==> src/rtl/dev_bridge_pkg.sv <==
// Shared definitions for the timer/interrupt device bridge.
// Holds window offsets, device count, the select enumeration and the decoder.
// No state; pure types, constants and combinational helpers.
package dev_bridge_pkg;

    localparam int DEV_COUNT = 2;

    // Byte offsets from the window base
    localparam logic [31:0] OFF_TMR0  = 32'h0000_0000;
    localparam logic [31:0] OFF_TMR1  = 32'h0000_0010;
    localparam logic [31:0] OFF_PEND  = 32'h0000_0020;
    localparam logic [31:0] OFF_MASK  = 32'h0000_0024;
    localparam logic [31:0] OFF_CAUSE = 32'h0000_0028;

    // Each timer decodes three registers (12 bytes)
    localparam logic [31:0] TMR_SPAN  = 32'h0000_000C;

    typedef enum logic [2:0] {
        SEL_TMR0,
        SEL_TMR1,
        SEL_PEND,
        SEL_MASK,
        SEL_CAUSE,
        SEL_NONE
    } sel_t;

    // Offset is relative to the window base and already word aligned.
    // Unsigned subtraction makes offsets below a range wrap high and miss.
    function automatic sel_t decode(input logic [31:0] off);
        sel_t s;
        if ((off - OFF_TMR0) < TMR_SPAN)      s = SEL_TMR0;
        else if ((off - OFF_TMR1) < TMR_SPAN) s = SEL_TMR1;
        else if (off == OFF_PEND)             s = SEL_PEND;
        else if (off == OFF_MASK)             s = SEL_MASK;
        else if (off == OFF_CAUSE)            s = SEL_CAUSE;
        else                                  s = SEL_NONE;
        return s;
    endfunction

endpackage

==> src/rtl/dev_bridge_if.sv <==
// CPU-side and device-side bus of the bridge bundled as one interface.
// The bridge uses the slave view; the CPU/testbench side uses the master view.
// No flow control beyond the one-cycle request/ack pairing.
interface dev_bridge_if;
    import dev_bridge_pkg::*;

    logic                 cpu_req_i;
    logic                 cpu_we_i;
    logic [31:0]          cpu_addr_i;
    logic [31:0]          cpu_wdata_i;
    logic                 cpu_ack_o;
    logic [31:0]          cpu_rdata_o;
    logic                 cpu_err_o;
    logic                 cpu_int_o;
    logic [DEV_COUNT-1:0] dev_we_o;
    logic [1:0]           dev_addr_o;
    logic [31:0]          dev_wdata_o;
    logic [31:0]          dev0_rdata_i;
    logic [31:0]          dev1_rdata_i;
    logic [DEV_COUNT-1:0] dev_irq_i;

    modport slave (
        input  cpu_req_i, cpu_we_i, cpu_addr_i, cpu_wdata_i,
        input  dev0_rdata_i, dev1_rdata_i, dev_irq_i,
        output cpu_ack_o, cpu_rdata_o, cpu_err_o, cpu_int_o,
        output dev_we_o, dev_addr_o, dev_wdata_o
    );

    modport master (
        output cpu_req_i, cpu_we_i, cpu_addr_i, cpu_wdata_i,
        output dev0_rdata_i, dev1_rdata_i, dev_irq_i,
        input  cpu_ack_o, cpu_rdata_o, cpu_err_o, cpu_int_o,
        input  dev_we_o, dev_addr_o, dev_wdata_o
    );

endinterface

==> src/rtl/dev_bridge_irq.sv <==
// Interrupt block: latches timer pulses into PENDING, holds MASK, encodes CAUSE.
// PENDING/MASK update on the clock edge; cause and int_req are combinational from them.
// Never stalls; a set pulse beats a write-1-clear of the same bit.
module dev_bridge_irq
    import dev_bridge_pkg::*;
(
    input  logic                 clk,
    input  logic                 rst_n,
    input  logic [DEV_COUNT-1:0] irq,
    input  logic                 pend_clr_en,
    input  logic                 mask_wr_en,
    input  logic [DEV_COUNT-1:0] wdata,
    output logic [DEV_COUNT-1:0] pending,
    output logic [DEV_COUNT-1:0] mask,
    output logic [31:0]          cause,
    output logic                 int_req
);

    logic [DEV_COUNT-1:0] active;
    logic [DEV_COUNT-1:0] clr;

    assign clr     = pend_clr_en ? wdata : '0;
    assign active  = pending & mask;
    assign int_req = |active;

    // Latch pulses (masked or not) and apply write-1-clear; set has priority
    always_ff @(posedge clk or negedge rst_n) begin
        if (!rst_n) begin
            pending <= '0;
            mask    <= '0;
        end else begin
            pending <= (pending & ~clr) | irq;
            if (mask_wr_en) mask <= wdata;
        end
    end

    // Report the lowest-index unmasked pending source; bit31 flags any
    always_comb begin
        cause = '0;
        for (int i = DEV_COUNT - 1; i >= 0; i--) begin
            if (active[i]) begin
                cause[31]  = 1'b1;
                cause[1:0] = 2'(i);
            end
        end
    end

endmodule

==> src/rtl/dev_bridge.sv <==
// CPU-to-timer bridge: address decode, device write strobes, registered read mux.
// Latency: response (ack/err/rdata) exactly one cycle after each request.
// No backpressure: a new request is accepted every cycle.
module dev_bridge
    import dev_bridge_pkg::*;
#(
    parameter logic [31:0] BASE = 32'h0000_7F00
) (
    input logic        clk,
    input logic        rst_n,
    dev_bridge_if.slave bus
);

    logic [31:0]          off;
    sel_t                 sel;
    logic                 wr;
    logic [31:0]          rd_mux;
    logic [DEV_COUNT-1:0] pending;
    logic [DEV_COUNT-1:0] mask;
    logic [31:0]          cause;
    logic                 int_req;

    // Byte lanes are ignored; BASE is word aligned so masking first is exact
    assign off = (bus.cpu_addr_i & ~32'h3) - BASE;
    assign sel = decode(off);
    assign wr  = bus.cpu_req_i & bus.cpu_we_i;

    // Strobes are gated by reset so nothing reaches the timers while held
    assign bus.dev_we_o    = {rst_n & wr & (sel == SEL_TMR1),
                              rst_n & wr & (sel == SEL_TMR0)};
    assign bus.dev_addr_o  = bus.cpu_addr_i[3:2];
    assign bus.dev_wdata_o = bus.cpu_wdata_i;
    assign bus.cpu_int_o   = int_req;

    dev_bridge_irq u_irq (
        .clk         (clk),
        .rst_n       (rst_n),
        .irq         (bus.dev_irq_i),
        .pend_clr_en (wr & (sel == SEL_PEND)),
        .mask_wr_en  (wr & (sel == SEL_MASK)),
        .wdata       (bus.cpu_wdata_i[DEV_COUNT-1:0]),
        .pending     (pending),
        .mask        (mask),
        .cause       (cause),
        .int_req     (int_req)
    );

    // Select the read source for the addressed register
    always_comb begin
        rd_mux = '0;
        case (sel)
            SEL_TMR0:  rd_mux = bus.dev0_rdata_i;
            SEL_TMR1:  rd_mux = bus.dev1_rdata_i;
            SEL_PEND:  rd_mux = {{(32-DEV_COUNT){1'b0}}, pending};
            SEL_MASK:  rd_mux = {{(32-DEV_COUNT){1'b0}}, mask};
            SEL_CAUSE: rd_mux = cause;
            default:   rd_mux = '0;
        endcase
    end

    // Register the response; reset drops any request in flight
    always_ff @(posedge clk or negedge rst_n) begin
        if (!rst_n) begin
            bus.cpu_ack_o   <= 1'b0;
            bus.cpu_err_o   <= 1'b0;
            bus.cpu_rdata_o <= '0;
        end else begin
            bus.cpu_ack_o   <= bus.cpu_req_i;
            bus.cpu_err_o   <= bus.cpu_req_i & (sel == SEL_NONE);
            bus.cpu_rdata_o <= (bus.cpu_req_i & ~bus.cpu_we_i) ? rd_mux : '0;
        end
    end

endmodule

==> src/flat_wrapper.sv <==
// flat-port wrapper written by rule: the top's interface ports become plain ports
module dev_bridge_flat import dev_bridge_pkg::*;
#(
    parameter logic [31:0] BASE = 32'h0000_7F00
)
  (clk, rst_n, bus_cpu_req_i, bus_cpu_we_i, bus_cpu_addr_i, bus_cpu_wdata_i, bus_dev0_rdata_i, bus_dev1_rdata_i, bus_dev_irq_i, bus_cpu_ack_o, bus_cpu_rdata_o, bus_cpu_err_o, bus_cpu_int_o, bus_dev_we_o, bus_dev_addr_o, bus_dev_wdata_o);
  dev_bridge_if bus_i ();
  input logic clk;
  input logic rst_n;
  input wire logic [$bits(bus_i.cpu_req_i)-1:0] bus_cpu_req_i;
  input wire logic [$bits(bus_i.cpu_we_i)-1:0] bus_cpu_we_i;
  input wire logic [$bits(bus_i.cpu_addr_i)-1:0] bus_cpu_addr_i;
  input wire logic [$bits(bus_i.cpu_wdata_i)-1:0] bus_cpu_wdata_i;
  input wire logic [$bits(bus_i.dev0_rdata_i)-1:0] bus_dev0_rdata_i;
  input wire logic [$bits(bus_i.dev1_rdata_i)-1:0] bus_dev1_rdata_i;
  input wire logic [$bits(bus_i.dev_irq_i)-1:0] bus_dev_irq_i;
  output wire logic [$bits(bus_i.cpu_ack_o)-1:0] bus_cpu_ack_o;
  output wire logic [$bits(bus_i.cpu_rdata_o)-1:0] bus_cpu_rdata_o;
  output wire logic [$bits(bus_i.cpu_err_o)-1:0] bus_cpu_err_o;
  output wire logic [$bits(bus_i.cpu_int_o)-1:0] bus_cpu_int_o;
  output wire logic [$bits(bus_i.dev_we_o)-1:0] bus_dev_we_o;
  output wire logic [$bits(bus_i.dev_addr_o)-1:0] bus_dev_addr_o;
  output wire logic [$bits(bus_i.dev_wdata_o)-1:0] bus_dev_wdata_o;
  assign bus_i.cpu_req_i = bus_cpu_req_i;
  assign bus_i.cpu_we_i = bus_cpu_we_i;
  assign bus_i.cpu_addr_i = bus_cpu_addr_i;
  assign bus_i.cpu_wdata_i = bus_cpu_wdata_i;
  assign bus_i.dev0_rdata_i = bus_dev0_rdata_i;
  assign bus_i.dev1_rdata_i = bus_dev1_rdata_i;
  assign bus_i.dev_irq_i = bus_dev_irq_i;
  assign bus_cpu_ack_o = bus_i.cpu_ack_o;
  assign bus_cpu_rdata_o = bus_i.cpu_rdata_o;
  assign bus_cpu_err_o = bus_i.cpu_err_o;
  assign bus_cpu_int_o = bus_i.cpu_int_o;
  assign bus_dev_we_o = bus_i.dev_we_o;
  assign bus_dev_addr_o = bus_i.dev_addr_o;
  assign bus_dev_wdata_o = bus_i.dev_wdata_o;
  dev_bridge #(.BASE(BASE)) u_core (.clk(clk), .rst_n(rst_n), .bus(bus_i));
endmodule
==> config.mk <==
export PLATFORM = sky130hd
export DESIGN_NAME = dev_bridge_flat
export DESIGN_NICKNAME = d
export VERILOG_FILES = /design/src/rtl/dev_bridge_pkg.sv /design/src/rtl/dev_bridge_if.sv /design/src/rtl/dev_bridge_irq.sv /design/src/rtl/dev_bridge.sv /design/src/flat_wrapper.sv
export SDC_FILE = /design/constraint.sdc
export NUM_CORES = 1
export LEC_CHECK = 0
export BUFFER_PORTS_ARGS = -buffer_cell sky130_fd_sc_hd__buf_2
export CAP_MARGIN = 20
export CORE_MARGIN = 5
export CORE_UTILIZATION = 30
export CTS_CLUSTER_DIAMETER = 60
export DETAILED_ROUTE_END_ITERATION = 6
export PLACE_DENSITY = 0.67
export REMOVE_ABC_BUFFERS = 1
export SETUP_SLACK_MARGIN = 0.5
export SYNTH_ARGS = -nofsm -noshare
export SYNTH_HDL_FRONTEND = slang
export SYNTH_SLANG_ARGS = --single-unit
export TNS_END_PERCENT = 20
==> constraint.sdc <==
create_clock -name clk -period 8.75 [get_ports clk]
set_input_delay 1.75 -clock clk [delete_from_list [all_inputs] [get_ports clk]]
set_output_delay 1.75 -clock clk [all_outputs]
set_load 0.05 [all_outputs]
======== Word level (Yosys, flattened, before mapping) ========
Cells that the tools add are included.
operators by class
  $add $sub $neg .......................... 2
  reduce and logical (&&, ||, !) cells .... 2
  bitwise gates (word level) .............. 13
  muxes and demuxes ....................... 12
  $lt $le $gt $ge ......................... 2
  shifts and indexed selects .............. 0
  div/mod/pow operators ................... 0
  eq/ne operators ......................... 8
  multiply operators ...................... 0
operator list
  cell                      count
  $pmux W32 S5              1
  $eq A32 B6 Y1 const B     3
  $lt A32 B4 Y1 const B     2
  $mux W32                  1
  $sub A32 B15 Y32 const B  1
  $sub A32 B5 Y32 const B   1
  $mux W3                   4
  $and A1 B1 Y1             8
  $eq A3 B2 Y1 const B      2
  $eq A3 B3 Y1 const B      2
  $and A2 B2 Y2             2
  $mux W1                   4
  $mux W2                   2
  $eq A3 B1 Y1 const B      1
  $logic_not A3 Y1          1
  $not A2 Y2                1
  $or A2 B2 Y2              1
  $reduce_or A2 Y1          1
  $not A1 Y1                1
storage, ports and cells
  register bits after elaboration ......... 38
  ROM bits ................................ 0
  input bits .............................. 134
  RAM bits ................................ 0
  latch bits .............................. 0
  memories ................................ 0
  output and inout bits ................... 71
  logic and storage cells ................. 44

======== Depth between registers and ports, before layout ========
Gate-level depths: netlist (run 1).
  word-level depth ........................ 13
  depth in mapped cells ................... 12
  mapped depth without buffers ............ 9

======== Modules after synthesis ========
Synthesis (run 1) repeated with hierarchy kept, for this count alone.
second synthesis, totals
  cells, all modules ...................... 398
  area total of the unflattened synthesis .. 3567.2 um^2
modules (own cells, without submodules)
  module          cells an instance  sequential area each (um^2)  instances  area each (um^2)
  dev_bridge      352                850.8                        1          3169.3
  dev_bridge_irq  46                 100.1                        1          397.9

======== Least setup slack after synthesis (run 1) ========
No wires, ideal clock.
  path type ............................... input -> output
  from .................................... input port bus_cpu_addr_i[8]
  to ...................................... output port bus_dev_we_o[1]
  cell stages on the path ................. 10
  required time ........................... 7000 ps
  arrival time ............................ 5106 ps
  setup slack ............................. 1894 ps
  path buffers ............................ 1
  cells stage by stage .................... ha_1 -> nand3_2 -> or4b_1 -> a21o_1 -> a2111o_1 -> or3_1 -> a2111oi_4 -> o21ai_2 -> buf_4 -> nor2_1
between the ends
  word-level cells in the longest chain between the ends .. 9
  elaborated cells between the ends (all ways) .. 14
RTL lines
  what                                                                     line                  source
  start, declared                                                          flat_wrapper.sv:12    input wire logic [$bits(bus_i.cpu_addr_i)-1:0] bus_cpu_addr_i;
  $sub A32 B15 Y32 (*)                                                     dev_bridge.sv:24      assign off = (bus.cpu_addr_i & ~32'h3) - BASE;
  parallel branches: the longest is 5 deep, another holds $sub A32 B5 Y32  -
  $mux W3 (*)                                                              dev_bridge_pkg.sv:31  if ((off - OFF_TMR0) < TMR_SPAN) s = SEL_TMR0;
  $eq A3 B1 Y1 (*)                                                         dev_bridge.sv:29      assign bus.dev_we_o = {rst_n & wr & (sel == SEL_TMR1),
  $and A1 B1 Y1 (*)                                                        dev_bridge.sv:29
  end, declared                                                            flat_wrapper.sv:21    output wire logic [$bits(bus_i.dev_we_o)-1:0] bus_dev_we_o;
Mark *: on every way between the ends.

======== Worst setup path after layout (run 1) ========
  from .................................... input port bus_cpu_addr_i[9]
  to ...................................... output port bus_dev_we_o[1]
The elaborated chain is that of the path after synthesis.

==> out/qor.txt, run 1 <==
Measured slew at the worst slew-check pin: 0.988 ns
Global-route wire length before repair: 17.7 mm
Post-Synthesis Cells: 345
Worst VDD drop: 0.0587 mV
Fill cells: 1084
Period utilization: 80.2%
TritonCTS Buffers: 5
Outcome: finished clean
Drt via density: 5.57
Final hold vios: 0
Final ANT Viol Nets: 0
1st-iter DRT viols: 291
Flops & latches, synth: 38
Final Max Tran Viols: 0
Unrepaired setup endpoints after global routing: false
Post-cts resize count: 0
Die W: 113 microns
Peak Freq: 0.143 GHz
Top_reg_cell synth: dfrtp_1
CTS HTree Levels: 2
Mapped Area: 3190 sq um
TNS Setup: 0 ns
Crit Path Max Fanout: 33
Share of the synthesized area in the top cell type: 29.8%
Layout cells sized above 1: 44.6%
Yosys warning total: 0
Port bufs: 142
Mean Syn Cell Area: 9.25 sq um
PwrDens: 102 nW/um^2
Vias in the first global route: 3225
Yosys cell types: 57
Post-route minimum period: 7.01 ns
Max Cap Viol: 0
Worst-Skew Late Latency: 0.28 ns
Skew final: 0.00175 ns
Initial antenna violation count: 0
First-pass DRT Iterations: 4
GRT overflow: 0
Hold_buf cts: 0
CTS tree: done
Required time of the critical path: 7.00 ns
Final Wtd Congestion: 0.856
Async S/R FF share, synth: 100%
Bufs on Longest Clock Path: 2
Core Box Area: 10400 sq um
Setup Viol. Count Final: 0
Placed Area: 3770 sq um
DRC viols: 0
Root Buffer: clkbuf_8
ANT cells: 0
Final net count: 573
Die H: 113 microns
CP startpoint kind: input port
Die area: 12800 sq um
Largest net degree at the start of global routing: 41
EDFF count, synth: 0
Routed via count: 3200
Drt total wl: 11.7 mm
Io pins: 205
Sequential element share of the synthesized area: 29.8%
Post-DP HPWL: 8.97 mm
Normalized max-slew margin: 34.1%
Design area: 3870 sq um
Site Rows: 37
All-Layer GR Usage: 17.3%
WL/cell: 20.3 microns
Yosys top cell by area: dfrtp_1
Synth area leaders: dfrtp_1 30%, a221oi_2 13%, buf_4 8.7%
Area grow syn2layout: 21.4%
Setup Crit Path Kind: in2out
Reg clk slew, reported paths: 0.07 ns
CP Capture Type: output pin
HP Class: reg2reg
Pleak: 1.51 nW
Post-CTS Setup Inserts: 0
Clock sink count: 38
Initial Utilization: 30.8%
Arrival time at the worst endpoint: 5.26 ns
placed cells by master, fill, tap and decap left out, types with 2 or more instances in the layout:
master and n:
nor2b_1 2, nor4b_1 3, o22a_1 2, o2111ai_1 4, o22ai_1 2, a2111o_1 2
mux2i_1 3, o211ai_1 34, mux2_2 2, a21o_1 4, o21ai_0 8, xnor2_1 9
clkbuf_1 2, dfrtp_1 38, nor3_1 11, nand3_1 8, buf_2 142, a32oi_1 2
a2111oi_0 2, nor3b_1 4, a22oi_1 2, or3_1 4, a2111oi_4 2, nand2_1 45
clkbuf_8 5, a221oi_2 28, nand4_1 4, a21oi_1 3, nor4_1 4, buf_4 6
nand4b_1 2, nor2_1 11, and3_1 6, inv_1 4, a221oi_1 4
routing by layer:
layer	share of wire, %	track usage [%]	up-vias
met3	12	8.50	11
met2	44	26.1	151
met4	1.2	3.77	2
met1	42	22.2	1539
li1	-	-	1497
met5	0.43	3.53	-
where the power goes:
part	total (mW)	internal [mW]	switching, mW
registers	0.176	0.176	0.0000872
logic	0.0702	0.0274	0.0428
clock network	0.147	0.0854	0.0615
sequential cells by signal, indices dropped and copies added, names as in the netlist:
signal and cells:
u_core.bus.cpu_rdata_o 32, u_core.u_irq.mask 2, u_core.u_irq.pending 2, u_core.bus.cpu_ack_o 1, u_core.bus.cpu_err_o 1
path summary, 6_finish.rpt:
path / start / depth (start not counted) / slack, ns / endpoint
max: bus_cpu_addr_i[9] / 12 / 1.74 / bus_dev_we_o[1]
min: u_core.u_irq.pending[1] / 1 / 0.53 / u_core.u_irq.pending[1]
max reg2reg: u_core.u_irq.pending[1] / 6 / 7.44 / u_core.bus.cpu_rdata_o[0]
min reg2reg: u_core.u_irq.pending[1] / 1 / 0.53 / u_core.u_irq.pending[1]
max in group asynchronous: rst_n / 1 / 6.59 / u_core.bus.cpu_rdata_o[5]
min in group asynchronous: rst_n / 1 / 1.60 / u_core.bus.cpu_rdata_o[2]
worst max-delay path: stages:
cell       delay [ns]
buf_2            0.14
ha_1             0.28
nand3_2          0.17
or4b_1           0.53
a21o_1           0.23
a2111o_1         0.45
or3_1            0.43
a2111oi_4        0.36
buf_4            0.40
o21ai_4          0.10
nor2_1           0.13
buf_2            0.27
synthesized netlist by cell type (2+ instances only):
library cell	count
a2111o_1	2
nor4_1	4
buf_2	4
a2111oi_0	2
nor2_1	11
nand2b_1	2
mux2i_1	3
nor3b_1	4
and3_1	6
nor4b_1	3
xnor2_1	9
or3_1	4
o22ai_1	2
a221oi_2	28
nor4_2	2
nand4_1	4
nor2b_1	2
a2111oi_4	2
a221oi_1	4
clkbuf_1	20
inv_1	4
nand3_1	8
o22a_1	2
nor3_1	11
o2111ai_1	4
nand4b_1	2
o211ai_1	34
a21oi_1	3
a22oi_1	2
a32oi_1	2
o21ai_0	8
mux2_2	2
buf_4	37
dfrtp_1	38
a21o_1	4
nand2_1	45
area by class of cell:
type | instances | area, sq um | area share [%]
repair buffers | 148 | 756 | 19.5
clock buffers | 7 | 76.3 | 1.97
multi-input cells | 241 | 1870 | 48.4
clock inverters | 1 | 30.0 | 0.775
inverters | 4 | 15.0 | 0.388
flip-flops and latches | 38 | 951 | 24.6
well taps | 136 | 170 | 4.39
cell families (layout without fill, tap and decap cells):
logic type	Yosys count	in the layout	share of synthesized area [%]
AND/OR/NAND/NOR	116	116	19.1
multiplexers	5	5	1.65
XOR/XNOR	10	10	2.75
adder cells (fa/ha/maj)	1	1	0.392
buffers and inverters	66	160	12.3
AO/OA/AOI/OAI	109	109	34.1
flip-flops	38	38	29.8
stage by stage:
step	hold slack [ns]	cells	util [%]	worst slack (ns)	power [mW]
finish	0.533	575	37.3	1.74	0.393
CTS	0.531	575	37.3	1.74	0.397
detailed placement	0.514	567	36.3	1.78	0.250
global placement	0.495	567	36.3	1.82	0.248
floorplan	0.471	283	-	0.686	0.203
global route	0.550	575	37.3	1.53	0.409
No activity file was read; power rests on OpenSTA's default activity.
==> run 2: changes to the inputs <==
--- a/config.mk
+++ b/config.mk
@@ -11,7 +11,7 @@
 export CORE_UTILIZATION = 30
 export CTS_CLUSTER_DIAMETER = 60
 export DETAILED_ROUTE_END_ITERATION = 6
-export PLACE_DENSITY = 0.67
+export PLACE_DENSITY = 0.69
 export REMOVE_ABC_BUFFERS = 1
 export SETUP_SLACK_MARGIN = 0.5
 export SYNTH_ARGS = -nofsm -noshare
==> constraint.sdc (replaced) <==
create_clock -name clk -period 6.4 [get_ports clk]
set_input_delay 1.28 -clock clk [delete_from_list [all_inputs] [get_ports clk]]
set_output_delay 1.28 -clock clk [all_outputs]
set_load 0.05 [all_outputs]
==> out/qor.txt, run 2 (same netlist as run 1, synthesis figures left out) <==
Post-CTS Setup Inserts: 0
Fin cells: 577
Worst R2R Setup Slack: 5.07 ns
ANT cells: 0
R2R depth: 6
Most common cell after layout, fill and taps aside: buf_2
Unrepaired setup endpoints after global routing: false
Crit path depth: 11
CP max stage delay: 0.56 ns
CP cell instances: buf_2 > ha_1 > and4b_1 > a2111oi_4 > nand4_1 > a2111oi_2 > o2111ai_1 > a2111oi_4 > o21ai_4 > nor2_1 > buf_2
Crit Path Max Fanout: 7
Final Max Tran Viols: 0
Final ANT Viol Nets: 0
Vias in the first global route: 3144
Drt total wl: 11.2 mm
Pleak: 1.53 nW
Max Cap Viol: 0
Cells after DPL: 569
Fill cells: 1066
Io pins: 205
Post-DP HPWL: 8.42 mm
Clock network power share: 37.1%
Crit path max-delay family: compound AO/OA/AOI/OAI gates
Final net count: 575
Slowest cell on crit path: a2111oi_4
Worst-Skew Late Latency: 0.28 ns
CP Capture Type: output pin
Top Registers: u_core.bus.cpu_rdata_o x32, u_core.u_irq.mask x2, u_core.u_irq.pending x2
Switching portion of total power: 26.3%
Top reg by flops: u_core.bus.cpu_rdata_o
Max reg flops: 32
Layout cells sized above 1: 45.1%
Outcome: finished clean
Die H: 113 microns
Hold_buf cts: 0
Arrival time at the worst endpoint: 4.50 ns
Worst setup path end: bus_dev_we_o[1]
Peak Freq: 0.173 GHz
Area taken by multi-input logic gates: 1880 sq um
Worst r2r src: u_core.u_irq.pending[1]
Int Pwr: 0.395 mW
CTS HTree Levels: 2
PwrDens: 138 nW/um^2
Worst R2R End: u_core.bus.cpu_rdata_o[0]
Sequential group share of total power: 44.9%
Final worst slack: 0.622 ns
Initial antenna violation count: 2
DRC viols: 0
Site Rows: 37
CP Buf/Inv Count: 2
Crit path from: bus_cpu_addr_i[8]
Measured slew at the worst slew-check pin: 0.980 ns
Root Buffer: clkbuf_8
Initial Utilization: 30.8%
Setup Viol. Count Final: 0
Area grow syn2layout: 22.0%
1st-iter DRT viols: 324
Die W: 113 microns
Drt via density: 5.65
Core Box Area: 10400 sq um
Port bufs: 142
Final hold vios: 0
Die area: 12800 sq um
Routed via count: 3261
CTS tree: done
First-pass DRT Iterations: 4
TritonCTS Buffers: 5
FF+latch area: 951 sq um
Required time of the critical path: 5.12 ns
All-Layer GR Usage: 16.3%
Reg clk slew, reported paths: 0.07 ns
Post-route minimum period: 5.78 ns
Sw Pwr: 0.141 mW
GRT overflow: 0
Gate power share: 18.0%
Final Wtd Congestion: 0.869
Bufs on Longest Clock Path: 2
CP startpoint kind: input port
HP Class: reg2reg
WL/cell: 19.3 microns
Most frequent cells in the layout: 142 x buf_2, 45 x nand2_1, 38 x dfrtp_1
Global-route wire length before repair: 16.8 mm
Largest net degree at the start of global routing: 41
Placed Area: 3780 sq um
Period utilization: 90.3%
Clock sink count: 38
DP Worst Slack: 0.633 ns
Design area: 3890 sq um
Skew final: 0.00537 ns
Setup Crit Path Kind: in2out
Normalized max-slew margin: 34.7%
Worst VDD drop: 0.0739 mV
run 2: cell count changes in the layout (fill, tap and decap cells not counted):
cell / before / now
o2111ai_2: 0 / 1
o2111ai_1: 4 / 3
buf_4: 6 / 8
run 2: per-layer routing:
metal  GRT usage [%]  share of wire [%]  wire length (microns)
met1            22.4                 43                   4850
met2            24.2                 44                   4960
met3            6.58                 11                   1220
met4            2.72               0.95                    106
met5            1.96               0.19                     21
run 2: power groups by stage:
stage          registers (mW)  logic (mW)  clock network [mW]
5_1_grt                 0.241       0.106               0.216
2_1_floorplan           0.248      0.0301                   0
3_3_place_gp            0.245      0.0941                   0
3_5_place_dp            0.245      0.0955                   0
4_1_cts                 0.241      0.0960               0.206
6_report                0.241      0.0965               0.199
run 2: cell type report:
type	count	area share [%]
Multi-Input combinational cell	241	48.3
Sequential cell	38	24.4
Timing Repair Buffer	150	19.8
Tap cell	136	4.37
Clock buffer	7	1.96
Clock inverter	1	0.771
Inverter	4	0.386
run 2: how the worst min path moves through the flow:
stage,end,depth (start not counted),slack (ns),from
2_1_floorplan,u_core.u_irq.pending[1],1,0.47,u_core.u_irq.pending[1]
3_3_place_gp,u_core.u_irq.pending[1],1,0.49,u_core.u_irq.pending[1]
3_5_place_dp,u_core.u_irq.pending[1],1,0.52,u_core.u_irq.pending[1]
4_1_cts,u_core.u_irq.pending[1],1,0.54,u_core.u_irq.pending[1]
5_1_grt,u_core.u_irq.pending[1],1,0.56,u_core.u_irq.pending[1]
6_report,u_core.u_irq.pending[1],1,0.53,u_core.u_irq.pending[1]
run 2: repair_timing:
item,CTS,global route
resized for setup,0,1
endpoints found under the setup margin,0,2
hold endpoints to repair,0,0
run 2: metrics by stage:
step	setup TNS [ns]	total power [mW]	utilization [%]	hold WS, ns
final	0	0.536	37.5	0.534
after CTS	0	0.543	37.5	0.536
after detailed placement	0	0.341	36.5	0.518
after global routing	0	0.563	37.5	0.563
after global placement	0	0.339	36.5	0.494
after floorplan	-0.815	0.278	-	0.471
